`src/rtl/game_state_controller_if.sv`:
```
// Signal bundle between the game-logic side and the round sequencer.
// The sequencer connects through the slave modport.
interface game_state_controller_if;
    logic        frame_tick;
    logic        start_btn;
    logic        pacman_is_dead;
    logic        food_eaten;
    logic        game_rst;
    logic        freeze;
    logic [2:0]  state;
    logic [2:0]  lives;
    logic [11:0] food_count;

    modport master (
        output frame_tick, start_btn, pacman_is_dead, food_eaten,
        input  game_rst, freeze, state, lives, food_count
    );

    modport slave (
        input  frame_tick, start_btn, pacman_is_dead, food_eaten,
        output game_rst, freeze, state, lives, food_count
    );
endinterface

```
`src/rtl/game_state_controller.sv`:
```
// Round-level sequencer: lives, pellet count and the IDLE/READY/PLAY/DYING/
// GAME_OVER/WIN machine that gates the game-logic core via game_rst/freeze.
//
// state     | meaning
// ----------+---------------------------------------------------------------
// IDLE      | core held in reset, waiting for a start press
// READY     | core running but frozen, READY_TICKS frame countdown
// PLAY      | sprites move; counts pellets and watches for death edges
// DYING     | frozen, DYING_TICKS frame countdown, then READY or GAME_OVER
// GAME_OVER | frozen display of final lives/food until start press
// WIN       | frozen display after last pellet until start press
module game_state_controller #(
    parameter logic [2:0]  LIVES       = 3'd3,
    parameter logic [11:0] FOOD_TOTAL  = 12'd1000,
    parameter logic [7:0]  READY_TICKS = 8'd120,
    parameter logic [7:0]  DYING_TICKS = 8'd90
) (
    input  logic                          clk,
    input  logic                          rst,
    game_state_controller_if.slave        gsc
);

    typedef enum logic [2:0] {
        S_IDLE      = 3'd0,
        S_READY     = 3'd1,
        S_PLAY      = 3'd2,
        S_DYING     = 3'd3,
        S_GAME_OVER = 3'd4,
        S_WIN       = 3'd5
    } state_t;

    state_t      r_state;
    logic        r_game_rst;
    logic        r_freeze;
    logic [2:0]  r_lives;
    logic [11:0] r_food_count;
    logic [7:0]  r_timer;
    logic        r_start_q;
    logic        r_dead_q;

    state_t      w_state_nxt;
    logic [2:0]  w_lives_nxt;
    logic [11:0] w_food_nxt;
    logic [11:0] w_food_inc;
    logic [7:0]  w_timer_nxt;
    logic        w_start_rise;
    logic        w_dead_rise;
    logic        w_timer_last;

    assign w_start_rise = gsc.start_btn & ~r_start_q;
    assign w_dead_rise  = gsc.pacman_is_dead & ~r_dead_q;
    assign w_timer_last = (r_timer == 8'd1);
    assign w_food_inc   = r_food_count + 12'd1;

    always_comb begin
        w_state_nxt = r_state;
        w_lives_nxt = r_lives;
        w_food_nxt  = r_food_count;
        w_timer_nxt = r_timer;

        case (r_state)
            S_IDLE: begin
                w_lives_nxt = LIVES;
                w_food_nxt  = 12'd0;
                if (w_start_rise) begin
                    w_state_nxt = S_READY;
                    w_timer_nxt = READY_TICKS;
                end
            end

            S_READY: begin
                if (gsc.frame_tick) begin
                    if (w_timer_last) begin
                        w_state_nxt = S_PLAY;
                    end else begin
                        w_timer_nxt = r_timer - 8'd1;
                    end
                end
            end

            S_PLAY: begin
                if (gsc.food_eaten && (r_food_count != FOOD_TOTAL)) begin
                    w_food_nxt = w_food_inc;
                end
                // The completing pellet wins even if a death edge lands on the same cycle.
                if (gsc.food_eaten && (w_food_inc == FOOD_TOTAL)) begin
                    w_state_nxt = S_WIN;
                end else if (w_dead_rise) begin
                    w_lives_nxt = r_lives - 3'd1;
                    w_state_nxt = S_DYING;
                    w_timer_nxt = DYING_TICKS;
                end
            end

            S_DYING: begin
                if (gsc.frame_tick) begin
                    if (w_timer_last) begin
                        if (r_lives == 3'd0) begin
                            w_state_nxt = S_GAME_OVER;
                        end else begin
                            w_state_nxt = S_READY;
                            w_timer_nxt = READY_TICKS;
                        end
                    end else begin
                        w_timer_nxt = r_timer - 8'd1;
                    end
                end
            end

            S_GAME_OVER, S_WIN: begin
                if (w_start_rise) begin
                    w_state_nxt = S_IDLE;
                end
            end

            default: begin
                w_state_nxt = S_IDLE;
            end
        endcase
    end

    always_ff @(posedge clk) begin
        if (rst) begin
            r_state      <= S_IDLE;
            r_game_rst   <= 1'b1;
            r_freeze     <= 1'b1;
            r_lives      <= LIVES;
            r_food_count <= 12'd0;
            r_timer      <= 8'd0;
            r_start_q    <= 1'b1;
            r_dead_q     <= 1'b0;
        end else begin
            r_state      <= w_state_nxt;
            r_game_rst   <= (w_state_nxt == S_IDLE);
            r_freeze     <= (w_state_nxt != S_PLAY);
            r_lives      <= w_lives_nxt;
            r_food_count <= w_food_nxt;
            r_timer      <= w_timer_nxt;
            r_start_q    <= gsc.start_btn;
            r_dead_q     <= gsc.pacman_is_dead;
        end
    end

    assign gsc.state      = r_state;
    assign gsc.game_rst   = r_game_rst;
    assign gsc.freeze     = r_freeze;
    assign gsc.lives      = r_lives;
    assign gsc.food_count = r_food_count;

endmodule
```
`src/flat_wrapper.sv`:
```
// flat-port wrapper written by rule: the top's interface ports become plain ports
module game_state_controller_flat 
#(
    parameter logic [2:0]  LIVES       = 3'd3,
    parameter logic [11:0] FOOD_TOTAL  = 12'd1000,
    parameter logic [7:0]  READY_TICKS = 8'd120,
    parameter logic [7:0]  DYING_TICKS = 8'd90
)
  (clk, rst, gsc_frame_tick, gsc_start_btn, gsc_pacman_is_dead, gsc_food_eaten, gsc_game_rst, gsc_freeze, gsc_state, gsc_lives, gsc_food_count);
  game_state_controller_if gsc_i ();
  input  logic clk;
  input  logic rst;
  input wire logic [$bits(gsc_i.frame_tick)-1:0] gsc_frame_tick;
  input wire logic [$bits(gsc_i.start_btn)-1:0] gsc_start_btn;
  input wire logic [$bits(gsc_i.pacman_is_dead)-1:0] gsc_pacman_is_dead;
  input wire logic [$bits(gsc_i.food_eaten)-1:0] gsc_food_eaten;
  output wire logic [$bits(gsc_i.game_rst)-1:0] gsc_game_rst;
  output wire logic [$bits(gsc_i.freeze)-1:0] gsc_freeze;
  output wire logic [$bits(gsc_i.state)-1:0] gsc_state;
  output wire logic [$bits(gsc_i.lives)-1:0] gsc_lives;
  output wire logic [$bits(gsc_i.food_count)-1:0] gsc_food_count;
  assign gsc_i.frame_tick = gsc_frame_tick;
  assign gsc_i.start_btn = gsc_start_btn;
  assign gsc_i.pacman_is_dead = gsc_pacman_is_dead;
  assign gsc_i.food_eaten = gsc_food_eaten;
  assign gsc_game_rst = gsc_i.game_rst;
  assign gsc_freeze = gsc_i.freeze;
  assign gsc_state = gsc_i.state;
  assign gsc_lives = gsc_i.lives;
  assign gsc_food_count = gsc_i.food_count;
  game_state_controller #(.LIVES(LIVES), .FOOD_TOTAL(FOOD_TOTAL), .READY_TICKS(READY_TICKS), .DYING_TICKS(DYING_TICKS)) u_core (.clk(clk), .rst(rst), .gsc(gsc_i));
endmodule
```
`config.mk`:
```
export PLATFORM = sky130hd
export DESIGN_NAME = game_state_controller_flat
export DESIGN_NICKNAME = d
export VERILOG_FILES = /design/src/rtl/game_state_controller_if.sv /design/src/rtl/game_state_controller.sv /design/src/flat_wrapper.sv
export SDC_FILE = /design/constraint.sdc
export NUM_CORES = 1
export LEC_CHECK = 0
export CORE_MARGIN = 4
export CORE_UTILIZATION = 54
export DETAILED_ROUTE_END_ITERATION = 10
export PLACE_DENSITY = 0.79
export RECOVER_POWER = 100
export SLEW_MARGIN = 30
export SYNTH_ARGS = -nofsm -noshare
export SYNTH_HDL_FRONTEND = slang
export SYNTH_SLANG_ARGS = --single-unit
```
`constraint.sdc`:
```
create_clock -name clk -period 2.98 [get_ports clk]
set_input_delay 0.447 -clock clk [delete_from_list [all_inputs] [get_ports clk]]
set_output_delay 0.447 -clock clk [all_outputs]
set_load 0.1 [all_outputs]
```
### Word-level counts from Yosys, hierarchy flattened

Cells that the tools add are included.

| cells by class | value |
|---|---|
| equal/unequal tests | 17 |
| bitwise operators | 4 |
| multiplexer cells | 24 |
| add/sub/neg operators | 3 |
| reduce and logical (&&, ||, !) cells | 11 |

Operators with widths:

| operator | number |
|---|---|
| $mux 8 | 8 |
| $mux 3 | 11 |
| $pmux 8 s4 | 1 |
| $pmux 12 s2 | 1 |
| $pmux 3 s5 | 1 |
| $add 12x1->12 const B | 1 |
| $eq 12x10->1 const B | 1 |
| $mux 12 | 1 |
| $ne 12x10->1 const B | 1 |
| $logic_not 3->1 | 3 |
| $eq 8x1->1 const B | 1 |
| $ne 2x2->1 const B | 4 |
| $reduce_and 8->1 | 1 |
| $sub 8x1->8 const B | 1 |
| $eq 3x2->1 const B | 2 |
| $eq 3x3->1 const B | 2 |
| $ne 2x1->1 const B | 3 |
| $pmux 3 s2 | 1 |
| $reduce_bool 4->1 | 1 |
| $eq 3x1->1 const B | 1 |
| $ne 3x2->1 const B | 1 |
| $ne 3x3->1 const B | 1 |
| $reduce_and 3->1 | 1 |
| $sub 3x1->3 const B | 1 |
| 6 further kinds | 9 |

| word-level totals | value |
|---|---|
| bits in registers | 30 |
| output and inout bits | 20 |
| bits of input ports | 6 |
| word-level logic and storage cells | 67 |

### Longest topological paths before layout

| depth | value |
|---|---|
| word-level depth | 6 |
| mapped depth | 9 |
| gate-level depth less buffers | 8 |

### Worst setup path after synthesis

Ideal clock, no wire load.

| timing path | value |
|---|---|
| path type | register to register |
| from | register u_core.r_food_count[0], in the netlist u_core.gsc.food_count[0] |
| to | register u_core.r_timer[7] |
| library setup time | 0.091 ns |
| arrival | 2.762 ns |
| data required time | 2.889 ns |
| clock period less this slack | 2.853 ns |
| stages on the path, launching flop included | 9 |
| buffers on the path | 1 |
| slack | 0.127 ns |
| cell sequence | dfxtp_1 > ha_1 > and4_2 > buf_2 > xnor2_1 > a31o_2 > nand4_1 > or2_2 > a311oi_1 |

| between the ends | value |
|---|---|
| longest elaborated chain between the ends | 5 |

Ends and longest elaborated chain:

| what | line | source |
|---|---|---|
| start: declaration | game_state_controller.sv:36 | `logic [11:0] r_food_count;` |
| start signal: assignment | game_state_controller.sv:137 | `r_food_count <= w_food_nxt;` |
| $add 12x1->12 | game_state_controller.sv:53 | `assign w_food_inc = r_food_count + 12'd1;` |
| $eq 12x10->1 | game_state_controller.sv:86 | `if (gsc.food_eaten && (w_food_inc == FOOD_TOTAL)) begin` |
| $logic_and 1x1->1 | game_state_controller.sv:86 |  |
| $ne 2x2->1 (no line) | n/a |  |
| $reduce_and 8->1 (no line) | n/a |  |
| end signal: assignment | game_state_controller.sv:138 | `r_timer <= w_timer_nxt;` |
| end: declaration | game_state_controller.sv:37 | `logic [7:0] r_timer;` |

No other way between the ends.
A chain may end at the register's enable or synchronous reset.

### Final worst setup path

| timing path | value |
|---|---|
| from | register u_core.r_food_count[0], in the netlist u_core.gsc.food_count[0] |
| to | register u_core.r_food_count[10], in the netlist u_core.gsc.food_count[10] |

| between the ends | value |
|---|---|
| longest elaborated chain between the ends | 4 |
| elaborated cells on any way between the ends | 7 |
| those cells by class | add/sub: 1; eq/ne: 2; mux: 2; reduce/logical: 2 |

Ends and longest elaborated chain:

| what |
|---|
| parallel branches: the longest is 4 deep, another holds $add 12x1->12 |

Parallel ways; which one is timed is not known. The select of a mux whose other input is x is not followed.

==> flow_summary.yaml <==
outcome:
  status: "finished clean"
synthesis:
  synth_compound_area_frac: 0.2535
  synth_cell_type_count: 53
  synth_seq_area_share: 0.3237
  synth-main-ff-cell: "dfxtp_1"
  ys_async_sr_fraction: 0
  synthXorXnorAreaFrac: 0.01416
  synth_top_area_frac: 0.3237
  syn-num-nets: 253
  synth_seq_cells: 30
  syn_area_per_cell_um2: 7.731
  ys_warn_count: 0
  synth_top_family_by_area: "simple AND/OR/NAND/NOR gates"
  synthAdderAreaFrac: 0.04720
  yosys.area.top_type: "dfxtp_1"
  synthCells: 240
  synthMuxAreaShare: 0.01079
  yosys.area_share.simple: 0.2947
  netlist_area_um2: 1856
  synth-edff-count: 0
  synthTopCellsByArea: "dfxtp_1, a21oi_1, o21ai_0, nor2_1, ha_1"
sta:
  fin_crit_sh: 0.8505
  fin_crit_ns: 2.535
  worstMarginPinSlew_ns: 1.170
  finalWorstSetupSlack_ns: 0.4455
  fin_skew_ns: 0.003968
  max_freq_mhz: 394.6
  maxSlewViolCount: 0
  grt_setup_unrepaired: "false"
  finalHoldViolCount: 0
  setup-violations-final: 0
  slew_headroom: 0.2235
  holdWs_ns: 0.5018
  setup_tns_ns: 0
drt:
  drt-pass1-iter-count: 4
  vias: 1859
  routedWlPerCell_um: 14.38
  drtIter0Drc: 214
  wl_met2_um: 2139
  wl_met3_um: 338
  top_layer: "met4"
  wl_met1_um: 1958
  vias_per_cell: 5.920
  drc_errors: 0
  ant_nets: 0
  wl_um: 4516
power:
  switching_share: 0.2796
  internal_power_mw: 0.5575
  clock_power_share: 0.337
  seqPwrFrac: 0.543
  power_leakage_nw: 0.7396
  p_per_area_nw_per_um2: 376.9
  vdd_drop_max_mv: 0.2889
  switchingPower_mw: 0.2164
  p_comb_frac: 0.120
placed_design:
  place_ws_ns: 0.5144
  io_buffers: 25
  routabilityCongestion: 0.9136
  dpl.hpwl_um: 3256
setup_path:
  endpoint: "u_core.gsc.food_count[10]"
  cp_data_required_time_ns: 3.25
  path_cells: "inv_1 -> ha_1 -> or3b_2 -> o41a_2 -> o21ai_1 -> o21ai_0 -> o31a_1 -> nor2_1"
  cp.arrival_ns: 2.80
  critPathMaxStageDelay_ns: 0.59
  ff2ff_path_depth: 8
  r2r_slack_ns: 0.45
  crit_type: "flop to flop"
  reg2reg_to: "u_core.gsc.food_count[10]"
  endpoint_kind: "flop"
  startpoint_type: "flop"
  startpoint: "u_core.gsc.food_count[0]"
  rr_startpoint: "u_core.gsc.food_count[0]"
  slowest_stage: "o21ai_1"
  cp_max_fo: 11
cts:
  cts_buffers: 5
  path_clk_slew_ns: 0.09
  root_buffer: "clkbuf_4"
  htreeDepth: 2
  ctsHoldBuffers: 0
  cts_tree: "built"
  cts_setup_buffers: 0
  clock_latency_ns: 0.33
  cts_resized: 0
  clock_path_buffers: 2
  numClockSinks: 30
min_path:
  hold_depth: 2
  hold_class: "flop to flop"
  min_from: "u_core.r_timer[1]"
global_route:
  antenna_found_initial: 0
  grt_pass1_vias: 1603
  grt_max_degree: 19
  grtUsageTotal: 0.2152
  grt_remaining_overflow: 0
  grt_first_pass_wirelength_um: 7327
layout:
  fin_nets: 280
  area_delta_synth_final_pct: 10.65
  antennaDiodeCount: 0
  drive_gt1_frac: 0.08582
  fillers: 326
floorplan:
  io_pins: 26
  die_h_um: 66.62
  start_util: 0.5561
  die_w_um: 66.62
  core-area_um2: 3337
  row_count: 21
  dieArea_um2: 4438
job:
  cap_violations: 0
==> metal layers <==
metal  up-vias  global-route usage
met1       848              0.2707
met3         8             0.05396
met5         -                   0
met4         0             0.07614
li1        941                   -
met2        62              0.3540
==> cells in the final DEF (no fill, tap or decap), drive strengths merged, types with 9 or more instances in the layout <==
master  synthesis  final
a21oi          23     23
clkbuf          1     29
dfxtp          30     30
inv            11     11
nand2          21     21
nand3          10     10
nor2           25     25
o21ai          20     20
or3             9      9
==> cell families after synthesis <==
family / count (synthesis)
simple gates: 103
compound gates: 75
flops: 30
buf+inv: 20
fa+ha+maj: 7
xor+xnor: 3
mux: 2
==> critical path: cells and delay by family, from the launching register on <==
kind                       cells  cell delay (ns)
DFF                            1             0.38
adders and majority gates      1             0.14
buffers and inverters          1             0.08
and+or+nand+nor                2             0.51
AOI/OAI and AO/OA              4             1.34
==> cell usage after synthesis (2+ instances only) <==
master,number
or4_1,2
or3b_2,3
a211oi_1,2
inv_1,11
a21o_1,3
nor2b_1,3
a31o_2,2
or2_2,4
buf_6,2
nand4_1,5
a31oi_1,7
or3_1,9
nand3_1,10
and2_1,2
nor2_1,24
buf_2,3
a2111oi_0,2
nor3_1,6
nand2b_1,2
and4_1,2
o21ai_0,19
dfxtp_1,30
o31ai_1,2
a21oi_1,23
o211ai_1,5
xnor2_1,2
ha_1,7
nand2_1,21
mux2i_1,2
a311oi_1,2
==> cell type report <==
cell class / instances / area [um2] / share of cell area
Sequential cell: 30 / 600.6 / 0.2925
Tap cell: 46 / 57.56 / 0.02803
Timing Repair Buffer: 29 / 147.6 / 0.07191
Clock inverter: 1 / 5.005 / 0.002438
Inverter: 11 / 41.29 / 0.02011
Clock buffer: 7 / 55.05 / 0.02681
Multi-Input combinational cell: 190 / 1146 / 0.5582
==> sequential cells by signal, summed over array words and instances (netlist names) <==
register               count
u_core.r_start_q           1
u_core.gsc.state           3
u_core.gsc.freeze          1
u_core.gsc.food_count     12
u_core.gsc.lives           3
u_core.gsc.game_rst        1
u_core.r_timer             8
u_core.r_dead_q            1
==> power groups by stage <==
stage | registers, mW | clock network (mW) | logic, mW
2_1_floorplan | 0.438 | 0 | 0.0608
3_3_place_gp | 0.430 | 0 | 0.0939
3_5_place_dp | 0.429 | 0 | 0.0940
4_1_cts | 0.420 | 0.267 | 0.0946
5_1_grt | 0.422 | 0.284 | 0.102
6_report | 0.420 | 0.260 | 0.0931
==> how the worst min path moves through the flow <==
stage	to
after floorplan	u_core.r_timer[0]
after global placement	u_core.r_timer[1]
after detailed placement	u_core.r_timer[7]
after CTS	u_core.r_timer[1]
after global routing	u_core.r_timer[1]
final	u_core.r_timer[1]
==> through the flow <==
| step | power (mW) | area (um2) | cells | util |
|---|---|---|---|---|
| CTS | 0.7813 | 2141 | 314 | 0.6415 |
| finish | 0.7739 | 2053 | 314 | 0.6153 |
| global route | 0.8078 | 2053 | 314 | 0.6153 |
| detailed placement | 0.5233 | 2081 | 306 | 0.6235 |
| floorplan | 0.4990 | 1856 | 240 | - |
| global placement | 0.5235 | 2081 | 306 | 0.6235 |
(Power assumes the default switching activity.)
